$ cat src/rtl/game_status_ctrl_pkg.sv
// Shared definitions for the game status block: state encoding, status word
// width, default constants and a saturating-add helper.
package game_status_ctrl_pkg;

  localparam int STAT_W        = 13;
  localparam int DEF_LIFE_INIT = 3;
  localparam int DEF_SCORE_MAX = 999;

  typedef logic [STAT_W-1:0] stat_t;

  typedef enum logic [1:0] {
    ST_IDLE = 2'd0,
    ST_RUN  = 2'd1,
    ST_OVER = 2'd2
  } state_e;

  // The sum is formed one bit wider so a large increment can never wrap past the ceiling.
  function automatic stat_t sat_add(stat_t a, stat_t inc, stat_t max_val);
    logic [STAT_W:0] sum;
    sum = {1'b0, a} + {1'b0, inc};
    return (sum > {1'b0, max_val}) ? max_val : sum[STAT_W-1:0];
  endfunction

endpackage

$ cat src/rtl/game_status_ctrl_frame_latch.sv
// Frame-synchronous copy of three status words: values are captured only on a
// rising edge of vsync so a downstream overlay never sees a mid-frame change.
module game_status_ctrl_frame_latch
  import game_status_ctrl_pkg::*;
#(
  parameter logic [2:0][STAT_W-1:0] RST_VAL = '0
) (
  input  logic                    clk,
  input  logic                    rst,
  input  logic                    vsync_i,
  input  logic [2:0][STAT_W-1:0]  val_i,
  output logic [2:0][STAT_W-1:0]  val_o
);

  logic vsync_q;

  // NOTE: sequential state uses non-blocking assignments so every register
  // samples pre-edge values regardless of statement order.
  always_ff @(posedge clk) begin
    if (rst) begin
      vsync_q <= 1'b0;
      val_o   <= RST_VAL;
    end else begin
      vsync_q <= vsync_i;
      if (vsync_i && !vsync_q) begin
        val_o <= val_i;
      end
    end
  end

endmodule

$ cat src/rtl/game_status_ctrl.sv
// Game-state bookkeeping: saturating score/lives/level counters driven by event
// pulses, an IDLE/RUN/OVER FSM, and frame-latched copies for the overlay.
module game_status_ctrl
  import game_status_ctrl_pkg::*;
#(
  parameter int LIFE_INIT   = DEF_LIFE_INIT,
  parameter int LIFE_MAX    = 9,
  parameter int SCORE_MAX   = DEF_SCORE_MAX,
  parameter int LVL_MAX     = 99,
  parameter int HIT_PTS     = 10,
  parameter int PTS_PER_LVL = 100
) (
  input  logic              clk,
  input  logic              rst,
  input  logic              start,
  input  logic              hit,
  input  logic              miss,
  input  logic              bonus,
  input  logic              vsync_in,
  output logic [STAT_W-1:0] score,
  output logic [STAT_W-1:0] life,
  output logic [STAT_W-1:0] lvl,
  output logic              running,
  output logic              game_over
);

  state_e state_q, state_d;
  stat_t  score_q, score_d;
  stat_t  life_q,  life_d;
  stat_t  lvl_q,   lvl_d;
  stat_t  thr_q,   thr_d;
  logic   running_d, game_over_d;

  // NOTE: every signal assigned in always_comb gets a default first, so no
  // path leaves it unassigned and no latch is inferred.
  always_comb begin
    state_d = state_q;
    score_d = score_q;
    life_d  = life_q;
    lvl_d   = lvl_q;
    thr_d   = thr_q;

    unique case (state_q)
      ST_IDLE, ST_OVER: begin
        if (start) begin
          state_d = ST_RUN;
          score_d = '0;
          life_d  = STAT_W'(LIFE_INIT);
          lvl_d   = STAT_W'(1);
          thr_d   = STAT_W'(PTS_PER_LVL);
        end
      end
      ST_RUN: begin
        if (life_q == '0) begin
          state_d = ST_OVER;
        end else begin
          // Level-up uses the registered score, so it lands one cycle after the crossing.
          if (score_q >= thr_q && lvl_q < STAT_W'(LVL_MAX)) begin
            lvl_d = lvl_q + STAT_W'(1);
            thr_d = thr_q + STAT_W'(PTS_PER_LVL);
          end
          if (hit) begin
            score_d = sat_add(score_q, STAT_W'(HIT_PTS), STAT_W'(SCORE_MAX));
          end
          if (bonus && !miss) begin
            life_d = sat_add(life_q, STAT_W'(1), STAT_W'(LIFE_MAX));
          end else if (miss && !bonus) begin
            life_d = life_q - STAT_W'(1);
          end
        end
      end
      default: state_d = ST_IDLE;
    endcase

    running_d   = (state_d == ST_RUN);
    game_over_d = (state_d == ST_OVER);
  end

  always_ff @(posedge clk) begin
    if (rst) begin
      state_q   <= ST_IDLE;
      score_q   <= '0;
      life_q    <= STAT_W'(LIFE_INIT);
      lvl_q     <= STAT_W'(1);
      thr_q     <= STAT_W'(PTS_PER_LVL);
      running   <= 1'b0;
      game_over <= 1'b0;
    end else begin
      state_q   <= state_d;
      score_q   <= score_d;
      life_q    <= life_d;
      lvl_q     <= lvl_d;
      thr_q     <= thr_d;
      running   <= running_d;
      game_over <= game_over_d;
    end
  end

  logic [2:0][STAT_W-1:0] disp;

  game_status_ctrl_frame_latch #(
    .RST_VAL({STAT_W'(1), STAT_W'(LIFE_INIT), STAT_W'(0)})
  ) u_frame_latch (
    .clk     (clk),
    .rst     (rst),
    .vsync_i (vsync_in),
    .val_i   ({lvl_q, life_q, score_q}),
    .val_o   (disp)
  );

  assign score = disp[0];
  assign life  = disp[1];
  assign lvl   = disp[2];

endmodule

$ cat config.mk
export PLATFORM = sky130hd
export DESIGN_NAME = game_status_ctrl
export DESIGN_NICKNAME = d
export VERILOG_FILES = /design/src/rtl/game_status_ctrl_pkg.sv /design/src/rtl/game_status_ctrl_frame_latch.sv /design/src/rtl/game_status_ctrl.sv
export SDC_FILE = /design/constraint.sdc
export NUM_CORES = 1
export LEC_CHECK = 0
export ABC_CLOCK_PERIOD_IN_PS = 2100
export CORE_MARGIN = 3
export CORE_UTILIZATION = 30
export DETAILED_ROUTE_END_ITERATION = 16
export GPL_ROUTABILITY_DRIVEN = 0
export HOLD_SLACK_MARGIN = 0.15
export PLACE_DENSITY_LB_ADDON = 0.05
export REMOVE_ABC_BUFFERS = 1
export SETUP_SLACK_MARGIN = 0.5
export SLEW_MARGIN = 10
export SYNTH_ARGS = -nofsm -noshare
export SYNTH_HDL_FRONTEND = slang
export SYNTH_SLANG_ARGS = --single-unit
$ cat constraint.sdc
create_clock -name clk -period 2.1 [get_ports clk]
set_input_delay 0.63 -clock clk [delete_from_list [all_inputs] [get_ports clk]]
set_output_delay 0.63 -clock clk [all_outputs]
set_load 0.03 [all_outputs]
# Yosys cells after proc, flatten, opt, wreduce, memory -nomap -nowiden
# Cells that the tools add are included.
# op_classes
addsub	5
order_cmp	4
n_eq_ne	9
mux	22
reduce_logical	14
# op_table
cell	n
$mux 13	15
$pmux 13 s2	4
$add 13x1->14 const B	1
$add 13x4->14 const B	1
$gt 14x10->1 const B	1
$gt 14x4->1 const B	1
$add 13x1->13 const B	1
$add 13x7->13 const B	1
$ge 13x13->1	1
$logic_not 13->1	1
$lt 13x7->1 const B	1
$sub 13x1->13 const B	1
$reduce_and 4->1	3
$ne 2x2->1 const B	4
$eq 2x1->1 const B	2
$eq 2x2->1 const B	2
$logic_and 1x1->1	4
$mux 2	2
$pmux 2 s2	1
$logic_not 1->1	3
$ne 3x3->1 const B	1
$logic_not 2->1	1
$reduce_bool 2->1	1
$reduce_or 2->1	1
# word_totals
reg_bits	96
input_bits	7
out_inout_bits	41
wordCells	65

# Longest topological paths before layout
# Gate-level depths: netlist of the first run.
# depth
depth_word	6
mapped_depth	11
depth_no_buf	9

# Hierarchy
# A second synthesis of the first run with hierarchy kept.
# unflattened
hier_cells	555
area_unflattened_um2	4921.0
# by_module_without_submodules
mod	instances	cells_each	area_per_inst_um2	seq_area_each_um2
game_status_ctrl	1	377	3096.7	1081.0
game_status_ctrl_frame_latch	1	178	1824.2	800.8

# Least setup slack after synthesis of the first run
# No wires, ideal clock.
# synth_timing
path_kind	register to register
startpoint	register life_q[1]
endpoint	register life_q[8]
setup_time_ns	0.069
t_arrival_ns	2.203
required_ns	2.031
path_slack_ns	-0.172
stages_incl_launch_ff	9
path_buffers	0
period_less_slack_ns	2.272
cell_sequence	dfxtp_1 > ha_1 > nand3_1 > nor2_1 > mux2_1 > o41ai_4 > nand2_2 > or3_1 > o21ai_1
# synth_via
elab_chain_len	6
word_cells_on_any_way	11
cone_classes	add/sub: 2; order compare: 1; eq/ne: 1; mux: 5; reduce/logical: 2
# synth_rtl
element	line	text
from (decl)	game_status_ctrl.sv:29	stat_t life_q, life_d;
from (signal assigned)	game_status_ctrl.sv:83	life_q <= STAT_W'(LIFE_INIT);
from (signal assigned)	game_status_ctrl.sv:91	life_q <= life_d;
$add 13x1->14	game_status_ctrl_pkg.sv:20	sum = {1'b0, a} + {1'b0, inc};
$gt 14x4->1	game_status_ctrl_pkg.sv:21	return (sum > {1'b0, max_val}) ? max_val : sum[STAT_W-1:0];
$mux 13	game_status_ctrl_pkg.sv:21	
$mux 13	game_status_ctrl.sv:65	if (bonus && !miss) begin
$mux 13	game_status_ctrl.sv:54	if (life_q == '0) begin
$pmux 13 s2	game_status_ctrl.sv:43	unique case (state_q)
# Several ways; a longest one is shown, not always the timed one. The select of a mux whose other input is x is not followed.
# A chain may end at the register's enable or synchronous reset.

# Worst setup path in the final report of the first run
# layout_timing
startpoint	register life_q[0]
endpoint	register life_q[5]
# The elaborated chain is that of the path after synthesis.

==> results.toml, run 1 <==
[worst_setup_path]
cp.required_ps = 2390
critPathCaptureType = "register"
path_max_fanout = 4
startpoint_type = "register"
worstPathArrival_ps = 2420
critPathKind = "reg -> reg"

[timing]
setup_tns_ps = -55.04
worst_slew_pin_slew_ps = 632.6
rsz0062_at_grt = "yes"
min_period_over_period = 1.014
final_max_slew_viol_count = 0
min_period_ps = 2130
fin_ws_ps = -29.81
finalHoldViolCount = 0
slew_headroom = 0.5783
max_freq_mhz = 469.5
setup_viol = 4
finalClockSkew_ps = 3.471

[detailed_routing]
first_pass_iters = 4
drc = 0
wl_per_cell_um = 15.21
vias = 4681
via_per_inst = 5.006
ant_nets = 0
drt_iter0_markers = 180
wl_mm = 14.23

[die]
fp-row-count = 44
initial_core_util = 0.3131
die_h_um = 130.6
core_um2 = 14860
io_pins = 48
die_w_um = 130.6
die-area_um2 = 17050

[clock_tree]
path_clk_slew_ps = 70
cts_tree = "built"
cts_buffer_depth = 2
cts_sinks = 94
root_buffer = "clkbuf_16"
postCtsHoldBufs = 0
htreeDepth = 3
insertion_delay_ps = 350
cts_buffers = 9

[global_route]
grt.total_usage = 0.1736
grt_antenna_before_repair = 0
first_global_vias = 4571
grt_overflow_total = 0
grt_pass1_wl_mm = 23.49
grt_max_degree = 52

[synthesis]
ys_seq_elements = 94
syn_inst = 583
synth-async-reset-ratio = 0
synth_cell_types = 63
synth_top_area_share = 0.4043
yosys.area.top_type = "dfxtp_1"
syn-mean-instance-area_um2 = 7.984
netlist_area_um2 = 4654
yosys_warnings = 0
seq_area_frac_synth = 0.4043
synth_edf_count = 0
synth-main-ff-cell = "dfxtp_1"
synth_area_leaders = "dfxtp_1 40%, nand2_1 8.7%, a21oi_1 7.8%"

[outcome]
violations = "negative setup slack"
status = "finished with violations"

[finish]
area.growth.synth_to_final_pct = 52.02
fillers = 1487
multiInputGateArea_um2 = 3089
drive_above_1_share = 0.3968
final-instance-count-excl-fill = 935
regArea_um2 = 1911
num_antenna_cells = 0
fin_nets = 771

[power_and_ir_drop]
power_mw = 4.342
ir_drop_uv = 442.2
pwr_density_cell_nw_per_um2 = 613.6
leakage_nw = 2.853

[min_path]
worstHoldPathType = "reg -> reg"

[flow_run]
max-cap-violations = 0

[place]
post-place-cells = 892
preCtsSetupSlack_ps = -411.2
port_buffers = 47
dp_hpwl_mm = 9.632
cell type report:
class | instances | share of cell area
multi-input combinational | 431 | 0.4366
sequential | 94 | 0.2700
timing repair buffer | 186 | 0.2083
clock buffer | 11 | 0.03431
tap | 184 | 0.03254
inverter | 24 | 0.01344
clock inverter | 5 | 0.004775
worst max-delay path, stage by stage, from the launching register on:
cell	delay, ps
dfxtp_4	360
ha_4	170
and3_4	190
buf_6	120
nor3_4	140
a31oi_4	60
o41ai_4	420
nand2_2	140
buf_12	160
o211ai_1	160
nor2b_2	150
flip-flops by register name, indices dropped and copies added (netlist names):
register and flops:
running 1, u_frame_latch.vsync_q 1, thr_q 11, u_frame_latch.val_o 39, state_q 2, life_q 13
score_q 13, lvl_q 13, game_over 1
worst paths after layout:
| kind | slack, ps | to | depth (start not counted) | from |
|---|---|---|---|---|
| setup / recovery | -30 | life_q[5]$_SDFFE_PP0P_ | 10 | life_q[0]$_SDFFE_PP1P_ |
| hold / removal | 450 | u_frame_latch.val_o[18]$_SDFFE_PP0P_ | 2 | u_frame_latch.val_o[18]$_SDFFE_PP0P_ |
| setup reg to reg | -30 | life_q[5]$_SDFFE_PP0P_ | 10 | life_q[0]$_SDFFE_PP1P_ |
| hold reg to reg | 450 | u_frame_latch.val_o[18]$_SDFFE_PP0P_ | 2 | u_frame_latch.val_o[18]$_SDFFE_PP0P_ |
metrics by stage:
step	instance area (um^2)	hold slack, ps	utilization
floorplan	4479	438.2	-
global placement	6076	440.3	0.4088
detailed placement	6076	445.9	0.4088
CTS	6738	452.7	0.4533
global route	7076	470.3	0.4760
finish	7076	450.8	0.4760
synth_stat cells (2+ instances only):
| master | instances |
|---|---|
| a41oi_1 | 2 |
| xor2_1 | 4 |
| a22oi_1 | 2 |
| a21o_1 | 8 |
| o21ai_0 | 22 |
| buf_6 | 3 |
| buf_4 | 3 |
| buf_1 | 4 |
| dfxtp_1 | 94 |
| buf_2 | 8 |
| nand4_1 | 9 |
| and3_1 | 4 |
| inv_1 | 24 |
| nand3b_1 | 6 |
| nand2_1 | 108 |
| nand2b_1 | 7 |
| a31oi_1 | 6 |
| o21a_1 | 7 |
| a21oi_1 | 73 |
| o21bai_1 | 2 |
| ha_1 | 18 |
| nand3_1 | 19 |
| o31ai_1 | 2 |
| nor3b_1 | 3 |
| or4_1 | 5 |
| or3_1 | 14 |
| nor3_1 | 15 |
| nor2b_1 | 9 |
| o211ai_1 | 9 |
| a2bb2oi_1 | 2 |
| clkbuf_1 | 17 |
| o21ai_1 | 4 |
| nor4_1 | 3 |
| xnor2_1 | 6 |
| and4_1 | 2 |
| and2_1 | 7 |
| nor2_1 | 26 |
layer usage:
layer | vias to the layer above | GRT usage | part of all wire
met3 | 14 | 0.04024 | 0.030
li1 | 2371 | - | -
met1 | 2241 | 0.2206 | 0.46
met5 | - | 0 | 0
met4 | 0 | 0.04416 | 0.012
met2 | 55 | 0.2975 | 0.50
cells by family after synthesis:
logic type | synth area share
simple gates | 0.2632
compound gates | 0.2035
flops | 0.4043
buf+inv | 0.05699
fa+ha+maj | 0.04839
xor+xnor | 0.01882
mux | 0.004838
layout by cell type (no fill, tap or decap), types with 7 or more instances in the layout:
master and n:
dfxtp_1 81, clkbuf_16 9, o211ai_1 9, or3_1 13, inv_1 20, nor3_1 8
buf_2 43, o21ai_0 16, nand3_1 15, a21oi_2 13, a21o_1 8, ha_1 12
a21oi_1 59, nand4_1 9, buf_6 32, nor2_1 19, nand2_1 104, buf_4 102
dfxtp_2 8, o21a_1 7
power breakdown:
group | switching, mW | total (mW) | leakage, nW | internal [mW]
logic | 0.461 | 0.895 | 1.96 | 0.434
registers | 0.0474 | 1.88 | 0.765 | 1.83
clock network | 0.730 | 1.57 | 0.132 | 0.837
total | 1.24 | 4.34 | 2.85 | 3.10
what timing repair did:
action                     in CTS  in global routing
cloned                          1                  2
gates resized for setup       319                 57
setup endpoints to repair      87                 51
pin swaps                      52                 37
buffers inserted               13                 11
(Power assumes the default switching activity.)
==> inputs of run 2 (changes only) <==
--- a/config.mk
+++ b/config.mk
@@ -18,3 +18,4 @@
 export SYNTH_ARGS = -nofsm -noshare
 export SYNTH_HDL_FRONTEND = slang
 export SYNTH_SLANG_ARGS = --single-unit
+export TNS_END_PERCENT = 5
==> run 2 against run 1 <==
Compared with the run above: the flow still finishes with violations (negative setup slack); non-clock buffer count shrank 14; sequential power is essentially flat; die area is the same; power shrank 1.9%; utilization shrank 2.0 points; critical path type unchanged; highest routed layer unchanged.
==> results.toml, run 2 (same netlist as run 1, synthesis figures left out) <==
[outcome]
status = "finished with violations"
violations = "negative setup slack"

[finish]
final-instance-count-excl-fill = 920
num_antenna_cells = 0
drive_above_1_share = 0.3655
fillers = 1515
layout_commonest_cell = "nand2_1"
multiInputGateArea_um2 = 2939
fin_nets = 756
largest_reg_flops = 39
area.growth.synth_to_final_pct = 45.56
largest_register = "u_frame_latch.val_o"
regArea_um2 = 1912
final_cell_mix = "105 x nand2_1, 102 x buf_4, 80 x dfxtp_1"

[global_route]
grt_antenna_before_repair = 0
grt_pass1_wl_mm = 22.98
grt_overflow_total = 0
first_global_vias = 4506
grt.total_usage = 0.1699
grt_max_degree = 52

[timing]
min_period_ps = 2135
max_freq_mhz = 468.4
slew_headroom = 0.5970
worst_slew_pin_slew_ps = 604.5
setup_viol = 10
finalClockSkew_ps = 4.523
min_period_over_period = 1.017
final_max_slew_viol_count = 0
fin_ws_ps = -34.83
finalHoldViolCount = 0
rsz0062_at_grt = "yes"

[worst_setup_path]
critPathCaptureType = "register"
path_max_fanout = 8
reg2reg_depth = 7
crit_chain = "a2111oi_4 > buf_4 > o2111ai_2 > a21o_1 > o21bai_4 > or4_4 > a21oi_2"
cp.required_ps = 2390
worstPathArrival_ps = 2420
cp_slowest_stage_delay_ps = 540
ff2ff_setup_slack_ps = -30
reg2reg_from = "lvl_q[0]$_SDFFE_PP1P_"
startpoint_type = "register"
slowest_stage = "or4_4"
critPathKind = "reg -> reg"
reg2reg_to = "thr_q[11]$_SDFFE_PP0P_"

[min_path]
worstHoldPathType = "reg -> reg"
min-delay-start = "u_frame_latch.val_o[18]$_SDFFE_PP0P_"
whs_path_depth = 2
worst_hold_path.endpoint = "u_frame_latch.val_o[18]$_SDFFE_PP0P_"

[power_and_ir_drop]
power_mw = 4.258
ir_drop_uv = 453.1
leakage_nw = 2.752
pwr_density_cell_nw_per_um2 = 628.5

[clock_tree]
insertion_delay_ps = 350
cts_sinks = 94
cts_tree = "built"
cts_buffers = 9
path_clk_slew_ps = 70
root_buffer = "clkbuf_16"
htreeDepth = 3
cts_buffer_depth = 2

[detailed_routing]
ant_nets = 0
via_per_inst = 4.993
wl_mm = 13.94
drc = 0
wl_per_cell_um = 15.15
first_pass_iters = 4
vias = 4594
drt_iter0_markers = 204

[die]
core_um2 = 14860
die-area_um2 = 17050
die_h_um = 130.6
io_pins = 48
fp-row-count = 44
initial_core_util = 0.3131
die_w_um = 130.6

[flow_run]
max-cap-violations = 0

[place]
port_buffers = 47
preCtsSetupSlack_ps = -411.2
dp_hpwl_mm = 9.632
post-place-cells = 892
[run 2: worst max path at each step]
stage                       startpoint                      to  slack [ps]  cells past startpoint
6_report         lvl_q[0]$_SDFFE_PP1P_  thr_q[11]$_SDFFE_PP0P_         -30                      7
5_1_grt          lvl_q[0]$_SDFFE_PP1P_  thr_q[11]$_SDFFE_PP0P_        -190                      7
4_1_cts         life_q[1]$_SDFFE_PP1P_  life_q[2]$_SDFFE_PP0P_          -7                     11
3_5_place_dp                     start   thr_q[8]$_SDFFE_PP0P_        -410                      7
3_3_place_gp                     start   thr_q[8]$_SDFFE_PP0P_        -390                      7
2_1_floorplan  score_q[6]$_SDFFE_PP0P_   thr_q[6]$_SDFFE_PP1P_        -570                      8
[run 2: layout make-up]
type / instances / area share
timing repair buffer: 172 / 0.1952
clock inverter: 5 / 0.004986
tap: 184 / 0.03398
multi-input combinational: 430 / 0.4338
clock buffer: 11 / 0.03583
sequential: 94 / 0.2822
inverter: 24 / 0.01404
[run 2: metrics by stage]
| step | util | TNS (ps) | hold WS (ps) | instance area [um^2] |
|---|---|---|---|---|
| floorplan | - | -15110 | 438.2 | 4479 |
| global placement | 0.4088 | -8859 | 440.3 | 6076 |
| detailed placement | 0.4088 | -9419 | 445.9 | 6076 |
| CTS | 0.4455 | -7.049 | 452.7 | 6621 |
| global route | 0.4558 | -2697 | 470.3 | 6775 |
| finish | 0.4558 | -167.3 | 450.9 | 6775 |
[run 2: critical path: cells and delay by family, from the launching register on]
kind | cells | cell delay (ps)
and+or+nand+nor | 1 | 540
DFF | 1 | 340
buffers and inverters | 1 | 170
AOI/OAI and AO/OA | 5 | 1020
[run 2: power by group]
| group | total, mW | internal, mW | switching [mW] |
|---|---|---|---|
| sequential | 1.88 | 1.83 | 0.0451 |
| clock | 1.56 | 0.836 | 0.725 |
| combinational | 0.819 | 0.388 | 0.432 |
[run 2: metal layers]
layer,global-route usage,wire length [um]
met5,0,0
met4,0.05082,210
met3,0.03374,420
met2,0.2939,6881
met1,0.2141,6429
[run 2: timing repair]
item,CTS,global route
hold buffers,0,0
pin swaps,66,25
gates cloned,0,1
endpoints found under the hold margin,0,0
resized for setup,303,30
setup buffers,9,2
endpoints found under the setup margin,87,50
